File: src/rtl/block_lock_66b_pkg.sv
// Shared definitions for the 64b/66b block-lock stage: sync header codes
// and the lock state encoding.
package block_lock_66b_pkg;

  localparam logic [1:0] SYNC_DATA = 2'b01;
  localparam logic [1:0] SYNC_CTRL = 2'b10;

  typedef enum logic [1:0] {
    ST_UNLOCKED = 2'd0,
    ST_SLIP     = 2'd1,
    ST_LOCKED   = 2'd2
  } lock_state_t;

endpackage

File: src/rtl/block_lock_66b.sv
// 64b/66b block synchroniser: checks sync headers from the gearbox, commands
// bit-slips until block lock is acquired, and forwards registered beats with
// a lock-qualified valid toward the descrambler.
//
// Ports:
//   clk, rst        clock, synchronous active-high reset
//   data_in         scrambled payload from gearbox
//   hdr_in          2-bit sync header from gearbox
//   data_in_valid   beat qualifier for data_in/hdr_in
//   bitslip         one-cycle pulse asking the gearbox to shift by one bit
//   data_out        registered data_in (loads on valid beats)
//   hdr_out         registered hdr_in (loads on valid beats)
//   data_out_valid  registered data_in_valid qualified by LOCKED
//   block_lock      high while in LOCKED
module block_lock_66b
  import block_lock_66b_pkg::*;
#(
  parameter int unsigned DATA_WIDTH      = 64,
  parameter int unsigned VALID_COUNT     = 64,
  parameter int unsigned INVALID_COUNT   = 16,
  parameter int unsigned BITSLIP_HOLDOFF = 4
) (
  input  logic                  clk,
  input  logic                  rst,
  input  logic [DATA_WIDTH-1:0] data_in,
  input  logic [1:0]            hdr_in,
  input  logic                  data_in_valid,
  output logic                  bitslip,
  output logic [DATA_WIDTH-1:0] data_out,
  output logic [1:0]            hdr_out,
  output logic                  data_out_valid,
  output logic                  block_lock
);

  localparam int unsigned SH_CNT_W = $clog2(VALID_COUNT + 1);
  localparam int unsigned INVLD_W  = $clog2(INVALID_COUNT + 1);
  localparam int unsigned HOLD_W   = $clog2(BITSLIP_HOLDOFF + 1);

  localparam logic [SH_CNT_W-1:0] SH_LAST    = SH_CNT_W'(VALID_COUNT - 1);
  localparam logic [INVLD_W-1:0]  INVLD_LAST = INVLD_W'(INVALID_COUNT - 1);
  localparam logic [HOLD_W-1:0]   HOLD_LOAD  = HOLD_W'(BITSLIP_HOLDOFF);
  localparam logic [HOLD_W-1:0]   HOLD_ONE   = HOLD_W'(1);

  lock_state_t          state;
  logic [SH_CNT_W-1:0]  sh_cnt;
  logic [INVLD_W-1:0]   sh_invld_cnt;
  logic [HOLD_W-1:0]    holdoff;
  logic                 hdr_ok;

  // Only 01 and 10 are legal sync headers.
  assign hdr_ok = (hdr_in == SYNC_DATA) || (hdr_in == SYNC_CTRL);

  // Datapath register and lock FSM.
  always_ff @(posedge clk) begin
    if (rst) begin
      state          <= ST_UNLOCKED;
      sh_cnt         <= '0;
      sh_invld_cnt   <= '0;
      holdoff        <= '0;
      bitslip        <= 1'b0;
      block_lock     <= 1'b0;
      data_out       <= '0;
      hdr_out        <= '0;
      data_out_valid <= 1'b0;
    end else begin
      bitslip        <= 1'b0;
      data_out_valid <= data_in_valid && (state == ST_LOCKED);
      if (data_in_valid) begin
        data_out <= data_in;
        hdr_out  <= hdr_in;
      end

      case (state)
        ST_UNLOCKED: begin
          if (data_in_valid) begin
            if (!hdr_ok) begin
              state        <= ST_SLIP;
              bitslip      <= 1'b1;
              sh_cnt       <= '0;
              sh_invld_cnt <= '0;
              holdoff      <= HOLD_LOAD;
            end else if (sh_cnt == SH_LAST) begin
              state        <= ST_LOCKED;
              block_lock   <= 1'b1;
              sh_cnt       <= '0;
              sh_invld_cnt <= '0;
            end else begin
              sh_cnt <= sh_cnt + 1'b1;
            end
          end
        end

        // Gearbox settles; input beats are ignored, holdoff counts clk cycles.
        ST_SLIP: begin
          block_lock <= 1'b0;
          if (holdoff <= HOLD_ONE) begin
            state   <= ST_UNLOCKED;
            holdoff <= '0;
          end else begin
            holdoff <= holdoff - 1'b1;
          end
        end

        ST_LOCKED: begin
          if (data_in_valid) begin
            // Loss of lock takes priority over a coincident window end.
            if (!hdr_ok && (sh_invld_cnt == INVLD_LAST)) begin
              state        <= ST_SLIP;
              block_lock   <= 1'b0;
              bitslip      <= 1'b1;
              sh_cnt       <= '0;
              sh_invld_cnt <= '0;
              holdoff      <= HOLD_LOAD;
            end else if (sh_cnt == SH_LAST) begin
              sh_cnt       <= '0;
              sh_invld_cnt <= '0;
            end else begin
              sh_cnt <= sh_cnt + 1'b1;
              if (!hdr_ok) begin
                sh_invld_cnt <= sh_invld_cnt + 1'b1;
              end
            end
          end
        end

        default: begin
          state      <= ST_UNLOCKED;
          block_lock <= 1'b0;
        end
      endcase
    end
  end

endmodule
File: config.mk
export PLATFORM = sky130hd
export DESIGN_NAME = block_lock_66b
export DESIGN_NICKNAME = d
export VERILOG_FILES = /design/src/rtl/block_lock_66b_pkg.sv /design/src/rtl/block_lock_66b.sv
export SDC_FILE = /design/constraint.sdc
export NUM_CORES = 1
export LEC_CHECK = 0
export CORE_MARGIN = 1.5
export CORE_UTILIZATION = 46
export CTS_CLUSTER_DIAMETER = 40
export CTS_CLUSTER_SIZE = 25
export DETAILED_ROUTE_END_ITERATION = 8
export PLACE_DENSITY = 0.85
export SYNTH_ARGS = -nofsm -noshare
export SYNTH_HDL_FRONTEND = slang
export SYNTH_SLANG_ARGS = --single-unit
File: constraint.sdc
create_clock -name clk -period 5.3 [get_ports clk]
set_clock_uncertainty 0.1 [all_clocks]
set_input_delay 0.795 -clock clk [delete_from_list [all_inputs] [get_ports clk]]
set_output_delay 0.795 -clock clk [all_outputs]
set_load 0.02 [all_outputs]
==> results.tsv, run 1 <==
metric	value	unit
status	finished clean	
p_total	1480	µW
fin_ws	2.61	ns
hp-class	flip-flop to flip-flop	
drtIter0Drc	175	
viasPerCell	4.95	
die_area	0.00790	mm²
gr-total-overflow	0	
drt_first_pass_iters	4	
wl_per_cell	13.9	µm
cts_setup_buffers	0	
postCtsHoldBufs	0	
synth-adder-area-share	2.95	%
rsz0062_at_grt	false	
worstSetupStartpointType	input pin	
grt_usage	20.3	%
antenna_cells	0	
cts.sinks	86	
synth-simple-area-share	12.5	%
ys.flop_type	dfxtp_1	
finalSetupViolations	0	
crit_chain	buf_4 -> o21ai_1 -> nor4_1 -> a21oi_1 -> o31ai_1	
finalMaxSlewViolations	0	
clockBufferDepth	2	
relSlewSlack	23.2	%
synth_top_family_by_area	multiplexers	
tightest_slew	1.15	ns
tritoncts	built	
htree_levels	3	
ctsResizeCount	0	
required	5.45	ns
syn_nets	415	
synthesis.area	0.00339	mm²
antenna_found_initial	0	
final_common_cell	clkdlybuf4s50_1	
fin_nets	546	
clock_latency	0.34	ns
synth_warnings	0	
layout_common_cells	clkdlybuf4s50_1 (135), dfxtp_1 (86), nor2_1 (74)	
crit_path_top_delay_cell	buf_4	
gp_congestion	0.823	
synth_xor_area_share	2.03	%
end_kind	flip-flop	
grt_max_degree	79	
hold_viol	0	
n_fill_cell	559	
fin_crit	2.69	ns
synthMuxAreaShare	19.5	%
io_buffer_count	137	
cts_root_buf	clkbuf_8	
irDropWorstVdd	0.000207	V
synth-edff-count	0	
ant_nets	0	
drt_wl_total	7.98	mm
start_util	47.3	%
crit_path_max_incr_delay	0.84	ns
ys_types	41	
power_density	294	mW/mm²
io_pins	138	
critPathMaxFanout	72	
num_vias	2837	
synthCells	338	
grt_pass1_wl	12.4	mm
grt_pass1_vias	2734	
post-route-period-util	50.7	%
synth_compound_area_share	8.30	%
setup_tns	0	ns
numCtsBuffers	9	
cp_data_arrival_time	2.84	ns
syn_to_final_growth	48.3	%
fp.dieH	88.9	µm
critPathKind	input pin to flip-flop	
multi_input_area	0.00154	mm²
route.detailed.drc	0	
power_leakage	0.00207	µW
dp_slack	2.28	ns
ys_async_sr_fraction	0	%
hpwl	5.59	mm
coreArea	0.00718	mm²
fmax	0.372	GHz
drive_gt1_share	5.27	%
die_x	88.9	µm
rows	31	
drv_cap	0	
synth.avg_cell_area	10.0	µm²
clk_pin_slew_worst_paths	0.08	ns
yosysSeqAreaShare	50.7	%
synth_seq_cells	86	
regArea	0.00172	mm²
## final timing paths
kind | slack [ns] | startpoint | depth (start not counted) | end
worst max-delay path | 2.61 | data_in_valid | 5 | sh_invld_cnt[2]$_SDFFE_PP0P_
worst min-delay path | 0.39 | sh_cnt[6]$_SDFFE_PP0P_ | 2 | sh_cnt[6]$_SDFFE_PP0P_
worst max register to register | 3.03 | sh_invld_cnt[0]$_SDFFE_PP0P_ | 7 | holdoff[0]$_SDFFE_PP0P_
worst min register to register | 0.39 | sh_cnt[6]$_SDFFE_PP0P_ | 2 | sh_cnt[6]$_SDFFE_PP0P_
## critical path: cells and delay by family
family / cells / cell delay (ns)
buf+inv: 1 / 0.84
simple gates: 1 / 0.38
compound gates: 3 / 0.79
## registers in the layout, indices dropped and copies added (netlist names)
register,cells
holdoff,3
hdr_out,2
state,2
data_out_valid,1
sh_invld_cnt,5
block_lock,1
sh_cnt,7
bitslip,1
data_out,64
## cells in the mapped netlist, types with 2 or more instances
cell	count	share of area, %
a21oi_1	7	1.0
o21ai_0	8	1.2
nand2b_1	2	0.37
dfxtp_1	86	51
nor2_1	74	8.2
a31oi_1	4	0.74
buf_2	9	1.3
o21a_1	2	0.44
inv_1	13	1.4
nand2_1	7	0.77
and3_1	2	0.37
o21ba_2	2	0.59
nor3_1	2	0.29
nand3_1	4	0.59
mux2i_1	66	19
ha_1	8	2.9
or4_1	3	0.66
o22ai_1	3	0.55
o211ai_1	3	0.66
xnor2_1	5	1.3
clkbuf_1	8	0.88
## routing by layer
layer  GRT usage [%]  vias to the layer above  share of wire, %
met1            23.9                     1325                42
met4            7.95                        0               1.2
met3            6.34                        6               6.2
met2            34.5                       94                50
met5               0                        -                 0
li1                -                     1412                 -
## power by group
group          switching, µW  leakage (µW)  internal, µW
Combinational            126       0.00125           139
Sequential              18.1      0.000707           680
Clock                    236      0.000109           281
## cell families (layout without fill, tap and decap cells)
logic type	count (synthesis)	after routing
simple gates	100	100
mux	66	66
fa+ha+maj	8	8
compound gates	40	40
flops	86	86
buf+inv	31	167
xor+xnor	7	7
## layout make-up
| type | instances | share of cell area (%) |
|---|---|---|
| clock buffer | 10 | 2.73 |
| clock inverter | 6 | 1.84 |
| inverter | 13 | 0.970 |
| multi-input combinational | 221 | 30.5 |
| sequential | 86 | 34.2 |
| tap | 99 | 2.46 |
| timing repair buffer | 138 | 27.3 |
## through the flow
stage / utilization (%) / hold slack, ns / cells / cell area, µm²
3_3_place_gp: 66.9 / 0.371 / 557 / 4800
6_report: 70.1 / 0.389 / 573 / 5030
2_1_floorplan: - / 0.351 / 338 / 3390
4_1_cts: 70.1 / 0.391 / 573 / 5030
3_5_place_dp: 66.9 / 0.376 / 557 / 4800
5_1_grt: 70.1 / 0.424 / 573 / 5030
(Power assumes the default switching activity.)
==> inputs of run 2 (changes only) <==
--- a/config.mk
+++ b/config.mk
@@ -6,11 +6,11 @@
 export NUM_CORES = 1
 export LEC_CHECK = 0
 export CORE_MARGIN = 1.5
-export CORE_UTILIZATION = 46
+export CORE_UTILIZATION = 43
 export CTS_CLUSTER_DIAMETER = 40
 export CTS_CLUSTER_SIZE = 25
 export DETAILED_ROUTE_END_ITERATION = 8
-export PLACE_DENSITY = 0.85
+export PLACE_DENSITY = 0.8
 export SYNTH_ARGS = -nofsm -noshare
 export SYNTH_HDL_FRONTEND = slang
 export SYNTH_SLANG_ARGS = --single-unit
==> constraint.sdc (replaced) <==
create_clock -name clk -period 2.7 [get_ports clk]
set_clock_uncertainty 0.1 [all_clocks]
set_input_delay 0.405 -clock clk [delete_from_list [all_inputs] [get_ports clk]]
set_output_delay 0.405 -clock clk [all_outputs]
set_load 0.02 [all_outputs]
==> results.tsv, run 2 (synthesis gave the netlist of run 1 again) <==
metric	value	unit
status	finished clean	
htree_levels	3	
irDropWorstVdd	0.000319	V
fin_crit	2.21	ns
min_from	data_in_valid	
final_common_cell	clkdlybuf4s50_1	
finalMaxSlewViolations	0	
drtIter0Drc	92	
end_kind	flip-flop	
route.detailed.drc	0	
clk_pin_slew_worst_paths	0.09	ns
cp_common_cell	ha_1	
numCtsBuffers	9	
io_buffer_count	137	
crit_path_top_delay_cell	or4_1	
drv_cap	0	
worstSetupStartpointType	flip-flop	
drt_wl_total	8.06	mm
cts_setup_buffers	0	
setup_tns	0	ns
drive_gt1_share	5.47	%
num_vias	2827	
die_x	91.8	µm
cts.sinks	86	
n_fill_cell	629	
fmax	0.453	GHz
hpwl	5.66	mm
coreArea	0.00769	mm²
layout_common_cells	clkdlybuf4s50_1 (135), dfxtp_1 (86), nor2_1 (74)	
fin_nets	547	
ctsResizeCount	0	
post-route-period-util	81.8	%
grt_pass1_wl	12.9	mm
tritoncts	built	
grt_pass1_vias	2799	
postCtsHoldBufs	0	
gp_congestion	0.809	
hold_viol	0	
relSlewSlack	48.5	%
cts_root_buf	clkbuf_8	
clockBufferDepth	2	
critPathKind	flip-flop to flip-flop	
critPathMaxFanout	6	
finalSetupViolations	0	
rsz0062_at_grt	false	
power_density	555	mW/mm²
grt_usage	19.1	%
utilization	65.4	%
io_pins	138	
cp-startpoint	sh_invld_cnt[0]$_SDFFE_PP0P_	
wl_per_cell	14.0	µm
busiest_layer	met2	
ant_nets	0	
place_inst	561	
syn_to_final_growth	48.1	%
stdcell_count	577	
grt_util_met3	7.38	%
antenna_found_initial	0	
hp-class	input pin to flip-flop	
drt_first_pass_iters	4	
start_util	44.1	%
viasPerCell	4.90	
crit_chain	ha_1 -> and3_1 -> ha_1 -> nand2b_1 -> o21ai_0 -> or4_1 -> a21oi_1	
regMostFlops	data_out	
top_regs	data_out: 64 flops, sh_cnt: 7 flops, sh_invld_cnt: 5 flops	
grt_max_degree	78	
antenna_cells	0	
largest_register_ffs	64	
die_area	0.00843	mm²
power_leakage	0.00207	µW
worstReg2RegStart	sh_invld_cnt[0]$_SDFFE_PP0P_	
gr-usage-met1	22.3	%
required	2.87	ns
clock_latency	0.34	ns
crit_path_max_incr_delay	0.55	ns
gr-total-overflow	0	
rows	32	
fp.dieH	91.8	µm
grt_use_met2	31.6	%
p_total	2790	µW
cp_data_arrival_time	2.38	ns
tightest_slew	0.772	ns
## run 2: final cells by class
type                    instances  area [µm²]  share of cell area (%)
well taps                     102         128                    2.54
flip-flops and latches         86        1720                    34.3
clock buffers                   9         124                    2.47
clock inverters                 7        75.1                    1.49
multi-input cells             221        1540                    30.6
inverters                      13        48.8                   0.971
repair buffers                139        1390                    27.7
## run 2: critical path, delay by kind of cell (launching register included)
family	cells	cell delay, ns
AND/OR/NAND/NOR	3	0.90
adder cells (fa/ha/maj)	2	0.39
flip-flops	1	0.38
AO/OA/AOI/OAI	2	0.38
## run 2: final timing paths
path | end | slack, ns | cells after the start
worst max-delay path | holdoff[1]$_SDFFE_PP0P_ | 0.49 | 7
worst min register to register | sh_cnt[6]$_SDFFE_PP0P_ | 0.39 | 2
worst max register to register | holdoff[1]$_SDFFE_PP0P_ | 0.49 | 7
worst min-delay path | data_out_valid$_SDFF_PP0_ | 0.32 | 2
## run 2: layer usage
layer / share of wire (%) / vias to the layer above / routed length [µm]
met5: 0 / - / 0
met4: 1.9 / 0 / 153
met3: 8.2 / 11 / 658
met2: 48 / 97 / 3840
met1: 42 / 1303 / 3400
li1: - / 1416 / -
## run 2: where the power goes
| part | internal, µW | leakage (µW) | total (µW) | switching [µW] |
|---|---|---|---|---|
| clock | 431 | 0.000103 | 897 | 466 |
| sequential | 1340 | 0.000707 | 1370 | 35.5 |
| combinational | 273 | 0.00126 | 521 | 248 |
| total | 2040 | 0.00207 | 2790 | 749 |
## run 2: stage by stage
stage	hold slack [ns]	setup slack, ns	instance area (µm²)
3_3_place_gp	0.372	0.450	4830
6_report	0.324	0.492	5020
4_1_cts	0.306	0.486	5020
3_5_place_dp	0.371	0.410	4830
5_1_grt	0.303	0.321	5020
2_1_floorplan	0.351	0.778	3390
